===== src/rtl/elastic_buf_pkg.sv =====
// Shared sizing helpers for the elastic buffer family.
// Sibling buffers use the same width rules for pointers and occupancy counters.
package elastic_buf_pkg;

  // Pointer width for a power-of-two depth (never narrower than one bit).
  function automatic int ptr_w(input int depth);
    return (depth > 1) ? $clog2(depth) : 1;
  endfunction

  // Occupancy counter width: must be able to hold 0..depth inclusive.
  function automatic int cnt_w(input int depth);
    return $clog2(depth + 1);
  endfunction

endpackage


===== src/rtl/elastic_buf_ptr.sv =====
// Wrapping storage pointer with increment enable and synchronous clear.
// Width is log2(DEPTH) so the pointer wraps from DEPTH-1 to 0 on its own.
module elastic_buf_ptr
  import elastic_buf_pkg::*;
#(
  parameter int DEPTH = 2
) (
  input  logic                     clk,
  input  logic                     rst_n,
  input  logic                     clr,
  input  logic                     inc,
  output logic [ptr_w(DEPTH)-1:0]  ptr
);

  localparam int PTR_W = ptr_w(DEPTH);

  logic [PTR_W-1:0] ptr_reg;

  // Pointer state: clear wins over increment.
  always_ff @(posedge clk or negedge rst_n) begin
    if (!rst_n) begin
      ptr_reg <= '0;
    end else if (clr) begin
      ptr_reg <= '0;
    end else if (inc) begin
      ptr_reg <= ptr_reg + PTR_W'(1);
    end
  end

  assign ptr = ptr_reg;

endmodule


===== src/rtl/elastic_buf.sv =====
// Valid/ready elastic FIFO with DEPTH entries, occupancy output and sync flush.
// ready_o depends only on registered state (plus flush/reset), never on ready_i.
// Optional macro ELASTIC_BUF_BYPASS_EN: when empty, an incoming beat is shown
// on the output in the same cycle and skips storage if taken immediately.
module elastic_buf
  import elastic_buf_pkg::*;
#(
  parameter int DATA_LEN = 32,
  parameter int DEPTH    = 2
) (
  input  logic                     clk,
  input  logic                     rst_n,
  input  logic                     flush_i,
  input  logic [DATA_LEN-1:0]      d_i,
  input  logic                     valid_i,
  output logic                     ready_o,
  output logic [DATA_LEN-1:0]      d_o,
  output logic                     valid_o,
  input  logic                     ready_i,
  output logic [cnt_w(DEPTH)-1:0]  count_o
);

  localparam int CNT_W = cnt_w(DEPTH);
  localparam int PTR_W = ptr_w(DEPTH);
  localparam logic [CNT_W-1:0] FULL_CNT = CNT_W'(DEPTH);

  logic [DATA_LEN-1:0] mem [DEPTH];
  logic [PTR_W-1:0]    wr_ptr;
  logic [PTR_W-1:0]    rd_ptr;
  logic [CNT_W-1:0]    count_reg;
  logic [CNT_W-1:0]    count_next;
  logic                empty;
  logic                full;
  logic                pass;
  logic                push;
  logic                pop;

  assign empty   = (count_reg == '0);
  assign full    = (count_reg == FULL_CNT);
  assign ready_o = !full & !flush_i & rst_n;

`ifdef ELASTIC_BUF_BYPASS_EN
  // Empty buffer: the input beat is visible downstream combinationally.
  assign pass    = empty & valid_i & ready_i & !flush_i & rst_n;
  assign valid_o = empty ? (valid_i & !flush_i & rst_n) : !flush_i;
  assign d_o     = empty ? d_i : mem[rd_ptr];
`else
  assign pass    = 1'b0;
  assign valid_o = !empty & !flush_i;
  assign d_o     = mem[rd_ptr];
`endif

  // A bypassed beat is consumed directly and never enters storage.
  assign push = valid_i & ready_o & !pass;
  // Only stored beats advance the read side (flush already masks valid_o).
  assign pop  = !empty & valid_o & ready_i;

  elastic_buf_ptr #(.DEPTH(DEPTH)) u_wr_ptr (
    .clk   (clk),
    .rst_n (rst_n),
    .clr   (flush_i),
    .inc   (push),
    .ptr   (wr_ptr)
  );

  elastic_buf_ptr #(.DEPTH(DEPTH)) u_rd_ptr (
    .clk   (clk),
    .rst_n (rst_n),
    .clr   (flush_i),
    .inc   (pop),
    .ptr   (rd_ptr)
  );

  // Occupancy next-state: flush empties, otherwise +1 push / -1 pop.
  always_comb begin
    count_next = count_reg;
    if (flush_i) begin
      count_next = '0;
    end else begin
      case ({push, pop})
        2'b10:   count_next = count_reg + CNT_W'(1);
        2'b01:   count_next = count_reg - CNT_W'(1);
        default: count_next = count_reg;
      endcase
    end
  end

  // Occupancy register, cleared immediately by reset.
  always_ff @(posedge clk or negedge rst_n) begin
    if (!rst_n) begin
      count_reg <= '0;
    end else begin
      count_reg <= count_next;
    end
  end

  // Storage write port; contents are intentionally left unreset.
  always_ff @(posedge clk) begin
    if (push) begin
      mem[wr_ptr] <= d_i;
    end
  end

  assign count_o = count_reg;

endmodule


===== config.mk =====
export PLATFORM = sky130hd
export DESIGN_NAME = elastic_buf
export DESIGN_NICKNAME = d
export VERILOG_FILES = /design/src/rtl/elastic_buf_pkg.sv /design/src/rtl/elastic_buf_ptr.sv /design/src/rtl/elastic_buf.sv
export SDC_FILE = /design/constraint.sdc
export NUM_CORES = 1
export LEC_CHECK = 0
export BUFFER_PORTS_ARGS = -buffer_cell sky130_fd_sc_hd__buf_2
export CAP_MARGIN = 40
export CORE_MARGIN = 2
export CORE_UTILIZATION = 50
export CTS_CLUSTER_SIZE = 16
export DETAILED_ROUTE_END_ITERATION = 10
export PLACE_DENSITY = 0.73
export SETUP_SLACK_MARGIN = 0.02
export SYNTH_ARGS = -nofsm -noshare
export SYNTH_HDL_FRONTEND = slang
export SYNTH_SLANG_ARGS = --single-unit

===== constraint.sdc =====
create_clock -name clk -period 5.9 [get_ports clk]
set_input_delay 1.18 -clock clk [delete_from_list [all_inputs] [get_ports clk]]
set_output_delay 1.18 -clock clk [all_outputs]
set_load 0.03 [all_outputs]

* Word-level counts from Yosys, hierarchy flattened
Memory sizes are Yosys's and may differ from the RTL's. Cells that the tools add are included.
Cells by class: muxes and demuxes 8, bitwise operators 6, add/subtract/negate cells 4, equal/unequal tests 3, reductions and logical operators 7
Operator list (number):
- $and A1 B1 Y1 | 6
- $mux W1 | 6
- $eq A2 B2 Y1 const B | 2
- $pmux W2 S2 | 1
- $reduce_bool A2 Y1 | 2
- $logic_not A1 Y1 | 3
- $reduce_bool A3 Y1 | 1
- $add A1 B1 Y1 const B | 2
- $add A2 B1 Y2 const B | 1
- $eq A2 B1 Y1 const B | 1
- $logic_not A2 Y1 | 1
- $mux W2 | 1
- $sub A2 B1 Y2 const B | 1
Word-level totals: word-level logic and storage cells 32, flip-flop bits (word level) 4, memory bits (writable) 64, memories kept 1, input bits 37, output and inout port bits 36
Memories:
- mem | words 2, bits a word 32, rd ports 1, clocked after memory_dff 0, wr ports 1, line elastic_buf.sv:27 | logic [DATA_LEN-1:0] mem [DEPTH];

* Logic depth before layout (Yosys ltp)
Gate-level depths: netlist of the first run.
word-level depth 8, depth in mapped cells 4, gate-level depth less buffers 3

* Hierarchy
From an unflattened synthesis of the first run, not the netlist that was laid out.
Second synthesis, totals: cell total of the unflattened synthesis 126, area, all modules 2686.3 um2
By module, submodules not included:
- elastic_buf | area each 2611.3 um2, sequential area each 1971.9 um2, instances 1, cells an instance 120
- elastic_buf_ptr | area each 37.5 um2, sequential area each 25.0 um2, instances 2, cells an instance 3

* Worst setup path before layout of the first run
OpenSTA, ideal clock, no wires.
path type input to register, start in flush_i, end mem mem[0][0] (enable), arrival time 2.619 ns, path buffers 0, required time 5.508 ns, slack 2.889 ns, cell stages on the path 2, library setup time 0.392 ns, cell sequence nor3b_2 and3b_1
Between the ends: word-level cells in the longest chain between the ends 6
Ends and longest elaborated chain:
- from (decl) | line elastic_buf.sv:13 | input logic flush_i,
- $logic_not A1 Y1 | line elastic_buf.sv:40 | assign ready_o = !full & !flush_i & rst_n;
- $and A1 B1 Y1 (2 in series) | line elastic_buf.sv:40
- $and A1 B1 Y1 | line elastic_buf.sv:54 | assign push = valid_i & ready_o & !pass;
- $mux W1 | line elastic_buf.sv:99 | if (push) begin
- $mux W1 (not written as such) | line elastic_buf.sv:100 | mem[wr_ptr] <= d_i;
- to (decl) | line elastic_buf.sv:27
No other way between the ends.

* Final worst setup path of the first run
start in rst_n, end out ready_o
Between the ends: word-level cells in the longest chain between the ends 1
Ends and longest elaborated chain:
- from (decl) | line elastic_buf.sv:12 | input logic rst_n,
- $and A1 B1 Y1 | line elastic_buf.sv:40
- to (decl) | line elastic_buf.sv:16 | output logic ready_o,
No other way between the ends.

==> out/results.ini, run 1 <==
[detailed_routing]
wl_um=4270
drcViolationCount=0
firstDrtPassIters=5
drt_iter0_markers=74
via_count=1409
wl_per_cell_um=15.3
antenna_left=0
via_per_inst=5.05

[global_routing]
antenna_found_initial=0
grt_overflow_total=0
grt_pass1_vias=1428
grtUsageTotal_pct=15.7
grt_max_degree=34
grt_pass1_wl_um=6260

[logic_synthesis]
async_flop_share_pct=5.88
synth-edff-count=64
syn_area_sq_um=2540
synth.distinct_cells=21
yosysSeqAreaShare_pct=79.5
synthFlopType=edfxtp_1
avgSynthCellArea_sq_um=20.3
syn_nets=162
ys_seq_elements=68
synth_cells=125
yosysWarnings=0

[power]
clkPwrFrac_pct=37.5
p_leak_nw=1.21
power_density_nw_per_um2=319
comb_power_share_pct=9.2
p_int_w=0.000804
p_sw_w=0.000215
swShare_pct=21.1
ir_drop_mv=0.214
power_frac_seq_pct=53.3

[timing]
maxSlewHeadroom_pct=71.1
post-route-period-util_pct=51.6
setup_tns_ns=0
fin_skew_ns=0.00858
max_freq_mhz=328
fin_crit_ns=3.04
worst_pin_slew_ns=0.434
final-setup-viol-count=0
rsz0062_at_grt=false
finalMaxSlewViolations=0
hold_viol_final=0
whs_ns=0.590

[cells_and_area]
antennaDiodeCount=0
largest-register=mem
post_layout_nonfiller_instances=279
syn_to_final_growth_pct=25.7
largest_register_ffs=64
nets=244
drive_gt1_share_pct=58.0
fin_util_pct=66.3

[die]
initial_core_util_pct=52.8
dieArea_sq_um=5670
die_h_um=75.3
io_pins=73
die-width_um=75.3
core_area_sq_um=4820
rows=25

[clock_network]
cts_root_buffer=clkbuf_8
clk_transition_reported_paths_ns=0.06
cts_tree=done
postCtsHoldBufs=0
ctsResizeCount=0
clockBufferDepth=2
clock_latency_ns=0.33
numCtsBuffers=9
cts_setup_buffers=0
htreeDepth=3
clock-sinks=68

[critical_path]
critPathMaxFanout=9
start_kind=input pin
crit_family=buffers and inverters
arrival_ns=1.86
worstPathRequired_ns=4.72
end_kind=output port
slowest_stage=nor3b_2
ff2ff_setup_slack_ns=4.07
worst-path-buf-inv=2
cp_cell_sequence=buf_2, nor3b_2, buf_2
crit_top_cell=buf_2
critical_path_class=input pin to output port
max_stage_delay_ns=0.27

[outcome]
status=finished clean

[place]
placedCellCount=263
place_congestion=0.875
port_buffers=72
dpl.hpwl_um=2820

[min_path]
hp-class=register to register

[job]
maxCapViolCount=0

## cells in the mapped netlist (all sizes together), types with 2 or more instances
cell,number,area share (%)
o21ai,2,0.39
dfrtp,4,3.9
mux2,32,14
edfxtp,64,76
buf,4,0.79
nor2,3,0.44
a21oi,2,0.39
## per-layer routing
layer  GRT usage [%]  vias to the layer above  share of wire, %
met5               0                        -                 0
met4            10.9                        0               2.5
met3            6.22                       11               8.7
met2            24.5                       65                47
met1            17.7                      672                42
li1                -                      661                 -
## power by group through the flow
stage	clock network, W	logic (W)	registers, W
floorplan	0	0.0000590	0.000554
global placement	0	0.0000912	0.000552
CTS	0.000393	0.0000943	0.000543
finish	0.000382	0.0000932	0.000543
global route	0.000408	0.0000995	0.000544
detailed placement	0	0.0000939	0.000553
## cell families (layout without fill, tap and decap cells)
kind of cell	count (synthesis)	in the layout	share of synthesized area [%]
AO/OA/AOI/OAI	8	8	1.97
XOR/XNOR	1	1	0.345
buffers and inverters	4	91	0.787
flip-flops	68	68	79.5
multiplexers	32	32	14.2
AND/OR/NAND/NOR	12	12	3.20
## placed cells by master, fill, tap and decap left out
master,synthesis,routed
clkbuf_1,0,2
dfrtp_1,4,4
buf_2,4,72
xor2_1,1,1
nand3b_1,1,1
and4b_2,1,1
clkinv_1,0,1
a21oi_1,2,2
a31oi_1,1,1
edfxtp_1,64,64
mux2_2,32,32
o21bai_1,1,1
nor2_1,3,3
buf_4,0,3
clkbuf_8,0,12
nor3b_2,1,1
or3_1,1,1
and3b_1,1,1
bufinv_16,0,1
nand3_1,1,1
nor2b_2,1,1
a32oi_1,1,1
and3_1,1,1
nand2_1,1,1
o211ai_1,1,1
o21ai_0,2,2
## final timing paths
path	start	to	depth (start not counted)
hold / removal	u_wr_ptr.ptr	u_wr_ptr.ptr	2
setup / recovery	rst_n	ready_o	3
setup reg to reg	count_o[1]	mem[1][30]	4
min in group asynchronous	rst_n	count_o[0]	1
hold reg to reg	u_wr_ptr.ptr	u_wr_ptr.ptr	2
max in group asynchronous	rst_n	u_rd_ptr.ptr	1
## worst register-to-register path, stage by stage, from the launching register on
cell and delay [ns]:
dfrtp_1 0.43, nor2b_2 0.21, nor3b_2 0.24, and3_1 0.20, buf_4 0.38
## area by class of cell
class | instances | area (sq um)
clock inverter | 2 | 33.8
clock buffer | 14 | 173
tap | 67 | 83.8
sequential | 68 | 2020
timing repair buffer | 75 | 383
multi-input combinational | 53 | 500
fill | 366 | 1620
## metrics by stage
stage / setup slack [ns] / power, W / area (sq um)
after global placement: 2.95 / 0.000644 / 2990
final: 2.86 / 0.00102 / 3200
after global routing: 2.80 / 0.00105 / 3200
after CTS: 2.85 / 0.00103 / 3200
after floorplan: 2.89 / 0.000613 / 2540
after detailed placement: 2.85 / 0.000647 / 2990
(Power assumes the default switching activity.)
==> run 2: changes to the inputs <==
==> constraint.sdc (replaced) <==
create_clock -name clk -period 2.9 [get_ports clk]
set_input_delay 0.58 -clock clk [delete_from_list [all_inputs] [get_ports clk]]
set_output_delay 0.58 -clock clk [all_outputs]
set_load 0.03 [all_outputs]
==> out/results.ini, run 2 (synthesis gave the netlist of run 1 again) <==
[outcome]
status=finished clean

[place]
port_buffers=72  ; unchanged
dpl-instance-area_sq_um=3010  ; +0.84%
place_congestion=0.855  ; -2.2%
placedCellCount=263  ; unchanged
dpl.hpwl_um=3220  ; +14%
dpl_worst_slack_ns=0.846  ; -2.00 ns

[critical_path]
critPathMaxFanout=24  ; +15
start_kind=register
critical_path_class=register to output port
arrival_ns=1.76  ; -0.10 ns
worstPathRequired_ns=2.32  ; -2.40 ns
end_kind=output port

[global_routing]
antenna_found_initial=0  ; unchanged
grt_pass1_vias=1435  ; +0.49%
grt_max_degree=33  ; -2.9%
grt_overflow_total=0  ; unchanged
grt_pass1_wl_um=6660  ; +6.4%
grtUsageTotal_pct=16.8  ; +1.1 points

[timing]
fin_crit_ns=2.34
post-route-period-util_pct=80.7
max_freq_mhz=428
fin_skew_ns=0.00449  ; -0.00409 ns
maxSlewHeadroom_pct=68.1  ; -2.9 points
final-setup-viol-count=0  ; unchanged
setup_tns_ns=0  ; unchanged
worst_slack_ns=0.561  ; -2.29 ns
hold_viol_final=0  ; unchanged
rsz0062_at_grt=false
finalMaxSlewViolations=0  ; unchanged
whs_ns=0.0854  ; -0.505 ns
worst_pin_slew_ns=0.478  ; +0.0442 ns

[power]
power_density_nw_per_um2=603  ; +89%
p_leak_nw=1.19  ; -1.8%
ir_drop_mv=0.317  ; +48%

[detailed_routing]
via_per_inst=5.07  ; +0.43%
firstDrtPassIters=4  ; -1
drt_iter0_markers=115  ; +55%
wl_um=4660  ; +9.1%
antenna_left=0  ; unchanged
drcViolationCount=0  ; unchanged
wl_per_cell_um=16.7  ; +9.1%
via_count=1415  ; +0.43%

[cells_and_area]
multiInputGateArea_sq_um=500  ; unchanged
largest-register=mem
fill_cells=366  ; unchanged
layout_commonest_cell=buf_2
syn_to_final_growth_pct=24.5
drive_gt1_share_pct=56.6  ; -1.4 points
design_area_sq_um=3170  ; -0.94%
antennaDiodeCount=0  ; unchanged
area.sequential_sq_um=2020  ; unchanged
layout_common_cells=72 x buf_2, 64 x edfxtp_1, 32 x mux2_2
largest_register_ffs=64  ; unchanged
post_layout_nonfiller_instances=279  ; unchanged
nets=244  ; unchanged

[clock_network]
postCtsHoldBufs=0  ; unchanged
ctsResizeCount=0  ; unchanged
clockBufferDepth=2  ; unchanged
cts_tree=done
clock-sinks=68  ; unchanged
clock_latency_ns=0.32  ; about the same
clk_transition_reported_paths_ns=0.06  ; about the same
numCtsBuffers=9  ; unchanged
htreeDepth=3  ; unchanged
cts_root_buffer=clkbuf_8
cts_setup_buffers=0  ; unchanged

[die]
rows=25  ; unchanged
initial_core_util_pct=52.8  ; unchanged
die_h_um=75.3  ; unchanged
die-width_um=75.3  ; unchanged
dieArea_sq_um=5670  ; unchanged
core_area_sq_um=4820  ; unchanged
io_pins=73  ; unchanged

[min_path]
hp-class=input pin to asynchronous set/reset pin

[job]
maxCapViolCount=0  ; unchanged

run 2: cell types whose count changed in the layout (fill, tap and decap cells not counted):
cell / previous run / this run
clkinv_1: 1 / 3
bufinv_16: 1 / 0
clkbuf_8: 12 / 9
buf_12: 0 / 2
buf_4: 3 / 1
clkbuf_1: 2 / 3
clkinv_2: 0 / 1
run 2: power breakdown:
part           leakage, nW  internal (W)  switching (W)
Sequential           0.635       0.00110      0.0000114
Combinational        0.478     0.0000753       0.000118
Clock               0.0769      0.000301       0.000305
run 2: path summary, 6_finish.rpt:
path,slack (ns),startpoint,cells after the start,endpoint
worst max register to register,1.02,count_o[1],4,mem[0][21]
worst min-delay path,0.09,rst_n,1,u_rd_ptr.ptr
worst max-delay path,0.56,u_rd_ptr.ptr,3,d_o[16]
min in group clk,0.44,d_i[8],1,mem[1][8]
max in group asynchronous,2.65,rst_n,1,count_o[0]
worst min register to register,0.64,u_wr_ptr.ptr,2,u_wr_ptr.ptr
run 2: worst max-delay path, stage by stage, from the launching register on:
cell and delay [ns]:
dfrtp_1 0.64, buf_12 0.25, mux2_2 0.36, buf_2 0.18
run 2: metal layers:
metal	share of wire [%]	vias to the layer above	GRT usage (%)
li1	-	664	-
met1	41	682	19.4
met2	50	61	28.3
met3	7.3	8	6.61
met4	1.1	0	6.43
met5	0	-	0
run 2: final cells by class:
type                    count  share of cell area (%)
clock buffers              12                    4.27
clock inverters             4                   0.514
multi-input cells          53                    15.8
flip-flops and latches     68                    63.9
well taps                  67                    2.65
repair buffers             75                    12.9
run 2: metrics by stage:
step | utilization, % | power [W]
after floorplan | - | 0.00125
after global routing | 65.7 | 0.00198
after CTS | 65.7 | 0.00193
after global placement | 62.6 | 0.00132
final | 65.7 | 0.00191
after detailed placement | 62.6 | 0.00132
